### src/rtl/dbus_pkg.sv
// -----------------------------------------------------------------------------
// dbus_pkg
// Shared constants for the data-bus responder.
//   - MMIO register offsets within the MMIO page (word aligned)
//   - STATUS register bit positions
//   - default MMIO page selector (cpu_addr[15:12])
//   - read-mux source select encoding
//   - count display saturation helper
// -----------------------------------------------------------------------------
package dbus_pkg;

    // Register offsets within the MMIO page, cpu_addr[11:0] with [1:0] forced 0
    localparam logic [11:0] OFF_TIME    = 12'h000;
    localparam logic [11:0] OFF_TIMECMP = 12'h004;
    localparam logic [11:0] OFF_STATUS  = 12'h008;
    localparam logic [11:0] OFF_TXDATA  = 12'h00C;

    // STATUS bit positions
    localparam int ST_FULL   = 0;
    localparam int ST_EMPTY  = 1;
    localparam int ST_MATCH  = 2;
    localparam int ST_OVF    = 3;
    localparam int ST_CNT_LO = 4;
    localparam int ST_CNT_HI = 6;

    // Page value of cpu_addr[15:12] that selects the MMIO block
    localparam logic [3:0] MMIO_PAGE_DEFAULT = 4'hF;

    // Source of cpu_out in the cycle after the request
    typedef enum logic {
        SEL_RAM  = 1'b0,
        SEL_MMIO = 1'b1
    } sel_e;

    // The STATUS count field is 3 bits wide; deeper FIFOs show 7 when fuller.
    function automatic logic [2:0] sat_count3(input logic [31:0] cnt);
        return (cnt > 32'd7) ? 3'd7 : cnt[2:0];
    endfunction

endpackage

### src/rtl/dbus_responder_if.sv
// -----------------------------------------------------------------------------
// dbus_responder_if
// Bundle of every bus signal of the responder except clk/rst.
//   CPU port : cpu_addr, cpu_in, cpu_wen (to responder), cpu_out (to CPU)
//   RAM port : ram_addr, ram_in, ram_wen (to RAM), ram_out (from RAM)
//   TX drain : tx_data, tx_valid (to consumer), tx_ready (from consumer)
//   IRQ      : timer_irq (to CPU)
// Handshake (TX drain): a byte transfers on a rising clk edge where
// tx_valid=1 and tx_ready=1. While tx_valid=1 and tx_ready=0, tx_data
// holds its value; tx_valid never drops without a transfer except on reset.
// modport slave  : the responder's view
// modport master : the view of the surrounding system (CPU, RAM, consumer)
// -----------------------------------------------------------------------------
interface dbus_responder_if;
    logic [15:0] cpu_addr;
    logic [31:0] cpu_in;
    logic        cpu_wen;
    logic [31:0] cpu_out;
    logic [15:0] ram_addr;
    logic [31:0] ram_in;
    logic        ram_wen;
    logic [31:0] ram_out;
    logic [7:0]  tx_data;
    logic        tx_valid;
    logic        tx_ready;
    logic        timer_irq;

    modport slave (
        input  cpu_addr, cpu_in, cpu_wen, ram_out, tx_ready,
        output cpu_out, ram_addr, ram_in, ram_wen, tx_data, tx_valid, timer_irq
    );

    modport master (
        output cpu_addr, cpu_in, cpu_wen, ram_out, tx_ready,
        input  cpu_out, ram_addr, ram_in, ram_wen, tx_data, tx_valid, timer_irq
    );
endinterface

### src/rtl/dbus_responder_tx_fifo.sv
// -----------------------------------------------------------------------------
// tx_fifo
// Synchronous FIFO with show-ahead head output.
//   clk, rst  : clock, synchronous active-high reset (flushes contents)
//   i_push    : write i_data; accepted when not full or when popping too
//   i_data    : byte to write
//   i_pop     : remove head; ignored when empty
//   o_data    : head entry, 0 when empty
//   o_full    : count == DEPTH
//   o_empty   : count == 0
//   o_count   : number of entries, $clog2(DEPTH)+1 bits
// DEPTH must be a power of two so the pointers wrap by natural overflow.
// -----------------------------------------------------------------------------
module tx_fifo #(
    parameter int DEPTH = 4,
    parameter int WIDTH = 8
) (
    input  logic                       clk,
    input  logic                       rst,
    input  logic                       i_push,
    input  logic [WIDTH-1:0]           i_data,
    input  logic                       i_pop,
    output logic [WIDTH-1:0]           o_data,
    output logic                       o_full,
    output logic                       o_empty,
    output logic [$clog2(DEPTH):0]     o_count
);
    localparam int PW = $clog2(DEPTH);
    localparam int CW = PW + 1;

    logic [WIDTH-1:0] r_mem [DEPTH];
    logic [PW-1:0]    r_wr_ptr;
    logic [PW-1:0]    r_rd_ptr;
    logic [CW-1:0]    r_count;

    logic w_do_pop;
    logic w_do_push;

    assign o_empty = (r_count == '0);
    assign o_full  = (r_count == CW'(DEPTH));
    assign o_count = r_count;

    // A pop frees the slot in the same cycle, so a full FIFO still takes a push.
    assign w_do_pop  = i_pop & ~o_empty;
    assign w_do_push = i_push & (~o_full | w_do_pop);

    // Storage carries no reset; o_data is masked to 0 while empty instead.
    always_ff @(posedge clk) begin
        if (w_do_push) begin
            r_mem[r_wr_ptr] <= i_data;
        end
    end

    always_ff @(posedge clk) begin
        if (rst) begin
            r_wr_ptr <= '0;
            r_rd_ptr <= '0;
            r_count  <= '0;
        end else begin
            if (w_do_push) begin
                r_wr_ptr <= r_wr_ptr + PW'(1);
            end
            if (w_do_pop) begin
                r_rd_ptr <= r_rd_ptr + PW'(1);
            end
            case ({w_do_push, w_do_pop})
                2'b10:   r_count <= r_count + CW'(1);
                2'b01:   r_count <= r_count - CW'(1);
                default: r_count <= r_count;
            endcase
        end
    end

    assign o_data = o_empty ? '0 : r_mem[r_rd_ptr];

endmodule

### src/rtl/dbus_responder.sv
// -----------------------------------------------------------------------------
// dbus_responder
// CPU-side data-bus responder. Decodes the single-cycle CPU data port:
// addresses outside the MMIO page pass straight to the synchronous RAM,
// the MMIO page holds a free-running timer with compare/match and a byte
// TX FIFO drained over a valid/ready port. Read data from both targets
// appears on cpu_out one cycle after the address.
//   clk       : system clock
//   rst       : synchronous active-high reset
//   bus       : dbus_responder_if.slave (CPU, RAM, TX drain, timer_irq)
// Register map (cpu_addr[1:0] ignored, offsets above 0x00F read 0):
//   0x000 TIME     RW  free-running, write loads and skips that increment
//   0x004 TIMECMP  RW
//   0x008 STATUS   full, empty, match(W1C), overflow(W1C), count[6:4]
//   0x00C TXDATA   W   push byte, reads 0
// -----------------------------------------------------------------------------
module dbus_responder
    import dbus_pkg::*;
#(
    parameter int         FIFO_DEPTH = 4,
    parameter logic [3:0] MMIO_PAGE  = MMIO_PAGE_DEFAULT
) (
    input  logic             clk,
    input  logic             rst,
    dbus_responder_if.slave  bus
);
    localparam int CW = $clog2(FIFO_DEPTH) + 1;

    // Decode
    logic        w_mmio;
    logic        w_mapped;
    logic [11:0] w_off;
    logic        w_wr;
    logic        w_wr_time;
    logic        w_wr_timecmp;
    logic        w_wr_status;
    logic        w_push_req;

    // Timer / status state
    logic [31:0] r_time;
    logic [31:0] r_timecmp;
    logic        r_match;
    logic        r_ovf;
    logic        w_hit;

    // FIFO hookup
    logic          w_pop;
    logic          w_full;
    logic          w_empty;
    logic [CW-1:0] w_count;
    logic [7:0]    w_head;
    logic          w_drop;

    // Read path
    logic [31:0] w_status;
    logic [31:0] w_rdata;
    logic [31:0] r_rdata;
    sel_e        r_sel;

    // ---------------------------------------------------------------- decode
    assign w_mmio   = (bus.cpu_addr[15:12] == MMIO_PAGE);
    assign w_mapped = w_mmio && (bus.cpu_addr[11:4] == 8'h00);
    assign w_off    = {bus.cpu_addr[11:2], 2'b00};

    // MMIO writes are dropped during reset; RAM writes are not gated by rst.
    assign w_wr         = bus.cpu_wen & w_mapped & ~rst;
    assign w_wr_time    = w_wr && (w_off == OFF_TIME);
    assign w_wr_timecmp = w_wr && (w_off == OFF_TIMECMP);
    assign w_wr_status  = w_wr && (w_off == OFF_STATUS);
    assign w_push_req   = w_wr && (w_off == OFF_TXDATA);

    assign bus.ram_addr = bus.cpu_addr;
    assign bus.ram_in   = bus.cpu_in;
    assign bus.ram_wen  = bus.cpu_wen & ~w_mmio;

    // ----------------------------------------------------------------- timer
    always_ff @(posedge clk) begin
        if (rst) begin
            r_time    <= 32'h0000_0000;
            r_timecmp <= 32'hFFFF_FFFF;
        end else begin
            if (w_wr_time) begin
                r_time <= bus.cpu_in;
            end else begin
                r_time <= r_time + 32'd1;
            end
            if (w_wr_timecmp) begin
                r_timecmp <= bus.cpu_in;
            end
        end
    end

    // Match compares the registered values, so it is seen one cycle after
    // TIME reaches TIMECMP. A set in the same cycle as a W1C wins.
    assign w_hit = (r_time == r_timecmp);

    always_ff @(posedge clk) begin
        if (rst) begin
            r_match <= 1'b0;
        end else if (w_hit) begin
            r_match <= 1'b1;
        end else if (w_wr_status && bus.cpu_in[ST_MATCH]) begin
            r_match <= 1'b0;
        end
    end

    // ------------------------------------------------------------------ FIFO
    assign w_pop  = ~w_empty & bus.tx_ready;
    assign w_drop = w_push_req & w_full & ~w_pop;

    tx_fifo #(
        .DEPTH (FIFO_DEPTH),
        .WIDTH (8)
    ) u_tx_fifo (
        .clk     (clk),
        .rst     (rst),
        .i_push  (w_push_req),
        .i_data  (bus.cpu_in[7:0]),
        .i_pop   (w_pop),
        .o_data  (w_head),
        .o_full  (w_full),
        .o_empty (w_empty),
        .o_count (w_count)
    );

    always_ff @(posedge clk) begin
        if (rst) begin
            r_ovf <= 1'b0;
        end else if (w_drop) begin
            r_ovf <= 1'b1;
        end else if (w_wr_status && bus.cpu_in[ST_OVF]) begin
            r_ovf <= 1'b0;
        end
    end

    assign bus.tx_data   = w_head;
    assign bus.tx_valid  = ~w_empty;
    assign bus.timer_irq = r_match;

    // ------------------------------------------------------------- read path
    always_comb begin
        w_status                      = 32'h0;
        w_status[ST_FULL]             = w_full;
        w_status[ST_EMPTY]            = w_empty;
        w_status[ST_MATCH]            = r_match;
        w_status[ST_OVF]              = r_ovf;
        w_status[ST_CNT_HI:ST_CNT_LO] = sat_count3(32'(w_count));
    end

    always_comb begin
        w_rdata = 32'h0;
        if (w_mapped) begin
            case (w_off)
                OFF_TIME:    w_rdata = r_time;
                OFF_TIMECMP: w_rdata = r_timecmp;
                OFF_STATUS:  w_rdata = w_status;
                default:     w_rdata = 32'h0;
            endcase
        end
    end

    // MMIO data is registered so it lines up with the RAM's one-cycle latency;
    // r_sel remembers which target the previous address belonged to.
    always_ff @(posedge clk) begin
        if (rst) begin
            r_rdata <= 32'h0;
            r_sel   <= SEL_RAM;
        end else begin
            r_rdata <= w_rdata;
            r_sel   <= w_mmio ? SEL_MMIO : SEL_RAM;
        end
    end

    assign bus.cpu_out = (r_sel == SEL_MMIO) ? r_rdata : bus.ram_out;

endmodule

### src/flat_wrapper.sv
// flat-port wrapper written by rule: the top's interface ports become plain ports
module dbus_responder_flat import dbus_pkg::*;
#(
    parameter int         FIFO_DEPTH = 4,
    parameter logic [3:0] MMIO_PAGE  = MMIO_PAGE_DEFAULT
)
  (clk, rst, bus_cpu_addr, bus_cpu_in, bus_cpu_wen, bus_ram_out, bus_tx_ready, bus_cpu_out, bus_ram_addr, bus_ram_in, bus_ram_wen, bus_tx_data, bus_tx_valid, bus_timer_irq);
  dbus_responder_if bus_i ();
  input  logic clk;
  input  logic rst;
  input wire logic [$bits(bus_i.cpu_addr)-1:0] bus_cpu_addr;
  input wire logic [$bits(bus_i.cpu_in)-1:0] bus_cpu_in;
  input wire logic [$bits(bus_i.cpu_wen)-1:0] bus_cpu_wen;
  input wire logic [$bits(bus_i.ram_out)-1:0] bus_ram_out;
  input wire logic [$bits(bus_i.tx_ready)-1:0] bus_tx_ready;
  output wire logic [$bits(bus_i.cpu_out)-1:0] bus_cpu_out;
  output wire logic [$bits(bus_i.ram_addr)-1:0] bus_ram_addr;
  output wire logic [$bits(bus_i.ram_in)-1:0] bus_ram_in;
  output wire logic [$bits(bus_i.ram_wen)-1:0] bus_ram_wen;
  output wire logic [$bits(bus_i.tx_data)-1:0] bus_tx_data;
  output wire logic [$bits(bus_i.tx_valid)-1:0] bus_tx_valid;
  output wire logic [$bits(bus_i.timer_irq)-1:0] bus_timer_irq;
  assign bus_i.cpu_addr = bus_cpu_addr;
  assign bus_i.cpu_in = bus_cpu_in;
  assign bus_i.cpu_wen = bus_cpu_wen;
  assign bus_i.ram_out = bus_ram_out;
  assign bus_i.tx_ready = bus_tx_ready;
  assign bus_cpu_out = bus_i.cpu_out;
  assign bus_ram_addr = bus_i.ram_addr;
  assign bus_ram_in = bus_i.ram_in;
  assign bus_ram_wen = bus_i.ram_wen;
  assign bus_tx_data = bus_i.tx_data;
  assign bus_tx_valid = bus_i.tx_valid;
  assign bus_timer_irq = bus_i.timer_irq;
  dbus_responder #(.FIFO_DEPTH(FIFO_DEPTH), .MMIO_PAGE(MMIO_PAGE)) u_core (.clk(clk), .rst(rst), .bus(bus_i));
endmodule
### config.mk
export PLATFORM = sky130hd
export DESIGN_NAME = dbus_responder_flat
export DESIGN_NICKNAME = d
export VERILOG_FILES = /design/src/rtl/dbus_pkg.sv /design/src/rtl/dbus_responder_if.sv /design/src/rtl/dbus_responder_tx_fifo.sv /design/src/rtl/dbus_responder.sv /design/src/flat_wrapper.sv
export SDC_FILE = /design/constraint.sdc
export NUM_CORES = 1
export LEC_CHECK = 0
export CAP_MARGIN = 20
export CORE_MARGIN = 1.5
export CORE_UTILIZATION = 37
export DETAILED_ROUTE_END_ITERATION = 8
export GPL_TIMING_DRIVEN = 0
export PLACE_DENSITY_LB_ADDON = 0.25
export RECOVER_POWER = 50
export SLEW_MARGIN = 5
export SYNTH_ARGS = -nofsm -noshare
export SYNTH_HDL_FRONTEND = slang
export SYNTH_SLANG_ARGS = --single-unit
### constraint.sdc
create_clock -name clk -period 2.29 [get_ports clk]
set_input_delay 0.229 -clock clk [delete_from_list [all_inputs] [get_ports clk]]
set_output_delay 0.229 -clock clk [all_outputs]
set_load 0.05 [all_outputs]
* Word level (Yosys, flattened, before mapping) *
Memories as Yosys holds them, arrays and structs flattened. A register that Yosys moved wholly into a read port is not among the register bits.
Index checks and enable logic that the tools add are counted.

storage, ports and cells
  RAM bits = 32
  memories kept = 1
  register bits = 106

operators by class
  bitwise logic cells = 15
  eq/ne operators = 8
  $add $sub $neg = 5
  reduce and logical (&&, ||, !) cells = 14
  multiplexer cells = 14

memory list
  memory                  depth  width  rd ports  clocked after memory_dff  wr ports  line                          RTL
  u_core.u_tx_fifo.r_mem  4      8      1         1                         1         dbus_responder_tx_fifo.sv:31  logic [WIDTH-1:0] r_mem [DEPTH];

operator list
  cell                     count
  $pmux W32 S3             1
  $mux W32                 2
  $add A32 B1 Y32 const B  1
  $eq A32 B32 Y1           1
  $eq A10 B2 Y1 const B    2
  $logic_not A12 Y1        1
  $eq A10 B1 Y1 const B    1
  $and A1 B1 Y1            8
  $logic_not A8 Y1         1
  $mux W8                  1
  $logic_and A1 B1 Y1      7
  $mux W1                  7
  $not A1 Y1               6
  $pmux W3 S2              1
  $reduce_bool A2 Y1       3
  $add A2 B1 Y2 const B    2
  $eq A4 B4 Y1 const B     1
  $mux W2                  2
  $add A3 B1 Y3 const B    1
  $eq A3 B3 Y1 const B     1
  $logic_not A3 Y1         1
  $sub A3 B1 Y3 const B    1
  $eq A2 B1 Y1 const B     1
  $eq A2 B2 Y1 const B     1
  2 further kinds          2

* Depth between registers and ports, before layout *
  depth in word-level cells = 8
  mapped depth = 10

* By module *
A second synthesis with hierarchy kept.

unflattened totals
  cells, all modules = 711
  area, all modules = 7,024.2 µm²

by module, submodules not included
  module          sequential area each (µm²)  cells each  area an instance (µm²)  times used
  dbus_responder  1,981.9                     593         5,202.5                 1
  tx_fifo         1,141.1                     118         1,821.7                 1

* Worst setup path before layout *
OpenSTA, ideal clock, no wires.

  path type = in2reg
  start point = input bus_cpu_addr[9]
  end point = register u_core.u_tx_fifo.r_count[2] (netlist: u_core.u_tx_fifo.o_count[2])
  stages on the path = 10
  data required time = 2.219 ns
  setup slack = -0.119 ns
  setup time = 0.071 ns
  arrival time = 2.338 ns
  buffers on the path = 0
  cell sequence = or4_1 nor2_1 o2111a_1 inv_1 ha_1 inv_1 fa_1 xor2_1 or3_1 a21oi_1

on the way
  word-level cells in the longest chain between the ends = 8
  elaborated cells on any way between the ends = 11
  classes of those cells = eq/ne (3); mux (1); bitwise (3); reduce/logical (4)

RTL lines
  what                                               line                          RTL
  start, declared                                    flat_wrapper.sv:11            input wire logic [$bits(bus_i.cpu_addr)-1:0] bus_cpu_addr;
  $logic_not A8 Y1                                   dbus_responder.sv:62          assign w_mapped = w_mmio && (bus.cpu_addr[11:4] == 8'h00);
  $logic_and A1 B1 Y1                                dbus_responder.sv:62
  $and A1 B1 Y1 (2 in a row)                         dbus_responder.sv:66          assign w_wr = bus.cpu_wen & w_mapped & ~rst;
  $logic_and A1 B1 Y1 (*)                            dbus_responder.sv:70          assign w_push_req = w_wr && (w_off == OFF_TXDATA);
  $and A1 B1 Y1 (*)                                  dbus_responder_tx_fifo.sv:45  assign w_do_push = i_push & (~o_full | w_do_pop);
  $eq A2 B1 Y1 or $eq A2 B2 Y1 (tied branches)       dbus_responder_tx_fifo.sv:66  case ({w_do_push, w_do_pop})
  $pmux W3 S2 or $reduce_bool A2 Y1 (tied branches)  -
  end signal, assigned                               dbus_responder_tx_fifo.sv:67  2'b10: r_count <= r_count + CW'(1);
  end signal, assigned                               dbus_responder_tx_fifo.sv:68  2'b01: r_count <= r_count - CW'(1);
  end signal, assigned                               dbus_responder_tx_fifo.sv:69  default: r_count <= r_count;
  end, declared                                      dbus_responder_tx_fifo.sv:34  logic [CW-1:0] r_count;

Mark *: on every way between the ends. The rest lies on a longest branch, timed or not.
A chain may end at the register's enable or synchronous reset.

* Worst setup path after layout *
  start point = register u_core.r_sel
  end point = output bus_cpu_out[31]

on the way
  word-level cells in the longest chain between the ends = 1

RTL lines
  what                    line                   RTL
  start, declared         dbus_responder.sv:58   sel_e r_sel;
  start signal, assigned  dbus_responder.sv:170  r_sel <= w_mmio ? SEL_MMIO : SEL_RAM;
  $mux W32                dbus_responder.sv:174  assign bus.cpu_out = (r_sel == SEL_MMIO) ? r_rdata : bus.ram_out;
  end, declared           flat_wrapper.sv:16     output wire logic [$bits(bus_i.cpu_out)-1:0] bus_cpu_out;

Every way passes these cells.

==> results.cfg <==
[run_status]
outcome = finished with violations
failed_checks = design-rule violations

[synth]
post_synth_inst_count = 716
synth-seq-area-share_pct = 45.0
synth_top_area_share_pct = 31.2
synthesized_area_fraction_occupied_by_ao_oa_aoi_and_oai_cells_pct = 7.54
synthFlopType = sky130_fd_sc_hd__dfxtp_1
post-synth-top-area-cell = sky130_fd_sc_hd__dfxtp_1
synth_top_family_by_area = simple AND/OR/NAND/NOR gates
synth_fp_nets = 807
synthMostInstantiatedCell = sky130_fd_sc_hd__dfxtp_1
synth_area_leaders = sky130_fd_sc_hd__dfxtp_1 31%, sky130_fd_sc_hd__edfxtp_1 14%, sky130_fd_sc_hd__xnor2_1 5.4%
synthTopCellsByCount = 108 x sky130_fd_sc_hd__dfxtp_1, 90 x sky130_fd_sc_hd__nor2_1, 79 x sky130_fd_sc_hd__nand2_1, 48 x sky130_fd_sc_hd__buf_4, 43 x sky130_fd_sc_hd__xnor2_1
muxShareOfSynthArea_pct = 9.09
flops_latches_synth = 140
post_synthesis_share_of_cell_area_spent_on_and_or_nand_and_nor_gates_pct = 19.9
syn_avg_cell_area_sq_um = 9.69
ys.warnings.count = 0
synth-xor-area-share_pct = 8.46
synth-edff-count = 32
synth-async-reset-ratio_pct = 0
synth.lib_cells_used.distinct = 43
post_synth_instance_area_sq_um = 6940
adder_and_majority_gate_portion_of_the_synthesized_area_pct = 1.37

[die]
floorplan.core_area_sq_um = 18100
die_w_um = 140
die_height_um = 140
floorplan.io_pins = 175
starting_density_of_the_core_pct = 38.2
placementRows = 49
die_area_sq_um = 19600

[timing]
timing.final.crit_period_ns = 2.24
timing.max_slew.rel_slack_pct = 59.4
final.setup_skew_ns = 0.00684
final-max-slew-violation-count = 0
worst-slew-pin-transition_ns = 0.609
final-hold-violation-count = 0
finalHoldWorstSlack_ns = 0.437
fmaxAchievable_ghz = 0.447
final.period_utilization_pct = 97.6
setup_viol = 0
post-route-worst-setup-slack_ns = 0.0545
grt_setup_unrepaired = no

[hold_path]
hold_path_class = in2reg
worst_hold_path_cells = 6

[global_route]
grt_busiest_layer = met2
globalRoute.totalOverflow = 0
antenna_found_initial = 0
grt_util_met1_pct = 25.5
number_of_global_route_vias_before_repair = 5656
largest_net_degree_at_the_start_of_global_routing = 17
globalRouteTotalUtil_pct = 19.7
grt_pass1_wl_um = 29900
grt.met3_usage_pct = 4.92
grtUsageMet2_pct = 32.2

[finish]
multi_input_area_sq_um = 3280
post_synthesis_to_final_layout_area_growth_pct = 38.7
fin_nets = 1008
final_cell_area_sq_um = 9620
layout-drive-gt1-share_pct = 18.1
final_cell_count_no_fill = 1159
nFillCells = 1686
seqCellArea_sq_um = 3130
diodes = 0

[power]
power_frac_comb_pct = 13.0
seq_power_share_pct = 43.1
static-leakage-power_nw = 3.73
vdd_drop_max_v = 0.000528
p_int_w = 0.00442
net_switching_power_w = 0.00146
netSwitchingFraction_pct = 24.9
power_frac_clock_pct = 43.9
pwr_density_cell_nw_per_um2 = 611

[job]
max_cap_viol_count = 0

[worst_setup_path]
timing.setup.critical_path_class = reg2out
crit_fanout = 5
setup.worst_path.end_class = primary output
reg2reg_slack_ns = 0.14
worst_setup_path_start_kind = register
worst-endpoint-arrival_ns = 2.01
r2r.worst_path.cells = 10
cp_data_required_time_ns = 2.06

[clock_tree]
cts_h_tree_depth = 4
clk_root_buffer_cell = sky130_fd_sc_hd__clkbuf_16
worst_skew_pair.late_latency_ns = 0.42
cts_inserted_buffers = 17
cts_tree = done
clkSinkCount = 140
cts_buffer_depth = 2
clk_pin_slew_worst_paths_ns = 0.05

[routing]
route.vias.total = 5810
remaining_design_rule_violation_count = 16
viasPerCell = 5.01
detail-route-antenna-nets = 0
wl_per_cell_um = 16.3
drtIter0Drc = 312
routed_wirelength_um = 18800
number_of_detailed_route_iterations_in_the_first_pass = 7

[placed_design]
gpl.final_weighted_congestion = 0.847
port_buffers = 172
placed_cells_incl_taps = 1117
dp_slack_ns = -0.614
post-dp-hpwl_um = 13600
place_area_sq_um = 8950
## state kept, by name, indices dropped and copies added (netlist names), named ones only
register	count
u_core.r_rdata	32
u_core.r_time	32
u_core.u_tx_fifo.r_rd_ptr	2
u_core.u_tx_fifo.o_count	3
u_core.u_tx_fifo.r_mem	32
u_core.r_ovf	1
u_core.r_timecmp	32
u_core.r_sel	1
u_core.u_tx_fifo.r_wr_ptr	2
u_core.bus.timer_irq	1
## per-stage QoR
stage / TNS, ns / utilization, % / power, W
floorplan: 0 / - / 0.00304
global placement: -60.87 / 49.3 / 0.00339
detailed placement: -61.80 / 49.3 / 0.00340
CTS: 0 / 52.6 / 0.00594
global route: 0 / 53.0 / 0.00606
finish: 0 / 53.0 / 0.00588
## timing repair
item	in CTS	in global routing
hold buffers	0	0
endpoints found under the setup margin	102	61
buffers inserted	7	7
resized for setup	53	24
pin swaps	4	9
## cells in the final DEF (no fill, tap or decap), drive strengths merged, types with 8 or more instances in the layout
cell	n
mux2i	9
nand2	79
a21oi	9
xnor2	43
a211oi	31
a22oi	25
dlymetal6s2s	8
nand3b	32
mux2	32
nor2	90
and2	13
dfxtp	108
mux4	8
clkdlybuf4s50	69
inv	11
edfxtp	32
dlygate4sd3	56
xor2	24
clkbuf	58
buf	73
nand4	21
dlygate4sd2	38
nor4	11
nand3	17
## cell families (layout without fill, tap and decap cells)
kind of cell               count (synthesis)  count (layout)
and+or+nand+nor                          276             276
DFF                                      140             140
buffers and inverters                    106             320
AOI/OAI and AO/OA                         71              71
xor gates and xnor gates                  67              67
muxes                                     49              49
adders and majority gates                  7               7
## power groups by stage
stage	combinational, W	clock (W)	sequential, W
floorplan	0.000457	0	0.00259
detailed placement	0.000808	0	0.00259
finish	0.000765	0.00258	0.00253
CTS	0.000789	0.00262	0.00253
global route	0.000805	0.00272	0.00253
global placement	0.000806	0	0.00259
## layer usage
| layer | routed length (um) | share of wire (%) |
|---|---|---|
| met1 | 8390 | 45 |
| met2 | 8740 | 46 |
| met3 | 1300 | 6.9 |
| met4 | 407 | 2.2 |
| met5 | 0 | 0 |
## critical path, stage by stage, from the launching register on
cell and delay [ns]:
sky130_fd_sc_hd__dfxtp_2 0.45, sky130_fd_sc_hd__mux2_2 0.40, sky130_fd_sc_hd__clkdlybuf4s50_1 0.73
## final timing paths
| kind | start | endpoint |
|---|---|---|
| setup reg to reg | u_core.u_tx_fifo.o_count[0] | u_core.u_tx_fifo.o_count[2] |
| setup / recovery | u_core.r_sel | bus_cpu_out[31] |
| hold / removal | bus_cpu_addr[9] | u_core.bus.timer_irq |
| hold reg to reg | u_core.bus.timer_irq | u_core.bus.timer_irq |
## layout make-up
| cell class | count | area share, % |
|---|---|---|
| Multi-Input combinational cell | 470 | 34.0 |
| Sequential cell | 140 | 32.5 |
| Timing Repair Buffer | 186 | 18.6 |
| Buffer | 91 | 5.75 |
| Clock buffer | 25 | 5.04 |
| Tap cell | 229 | 2.98 |
| Clock inverter | 7 | 0.676 |
| Inverter | 11 | 0.429 |
Note: power is estimated with default switching activity, not from simulation.
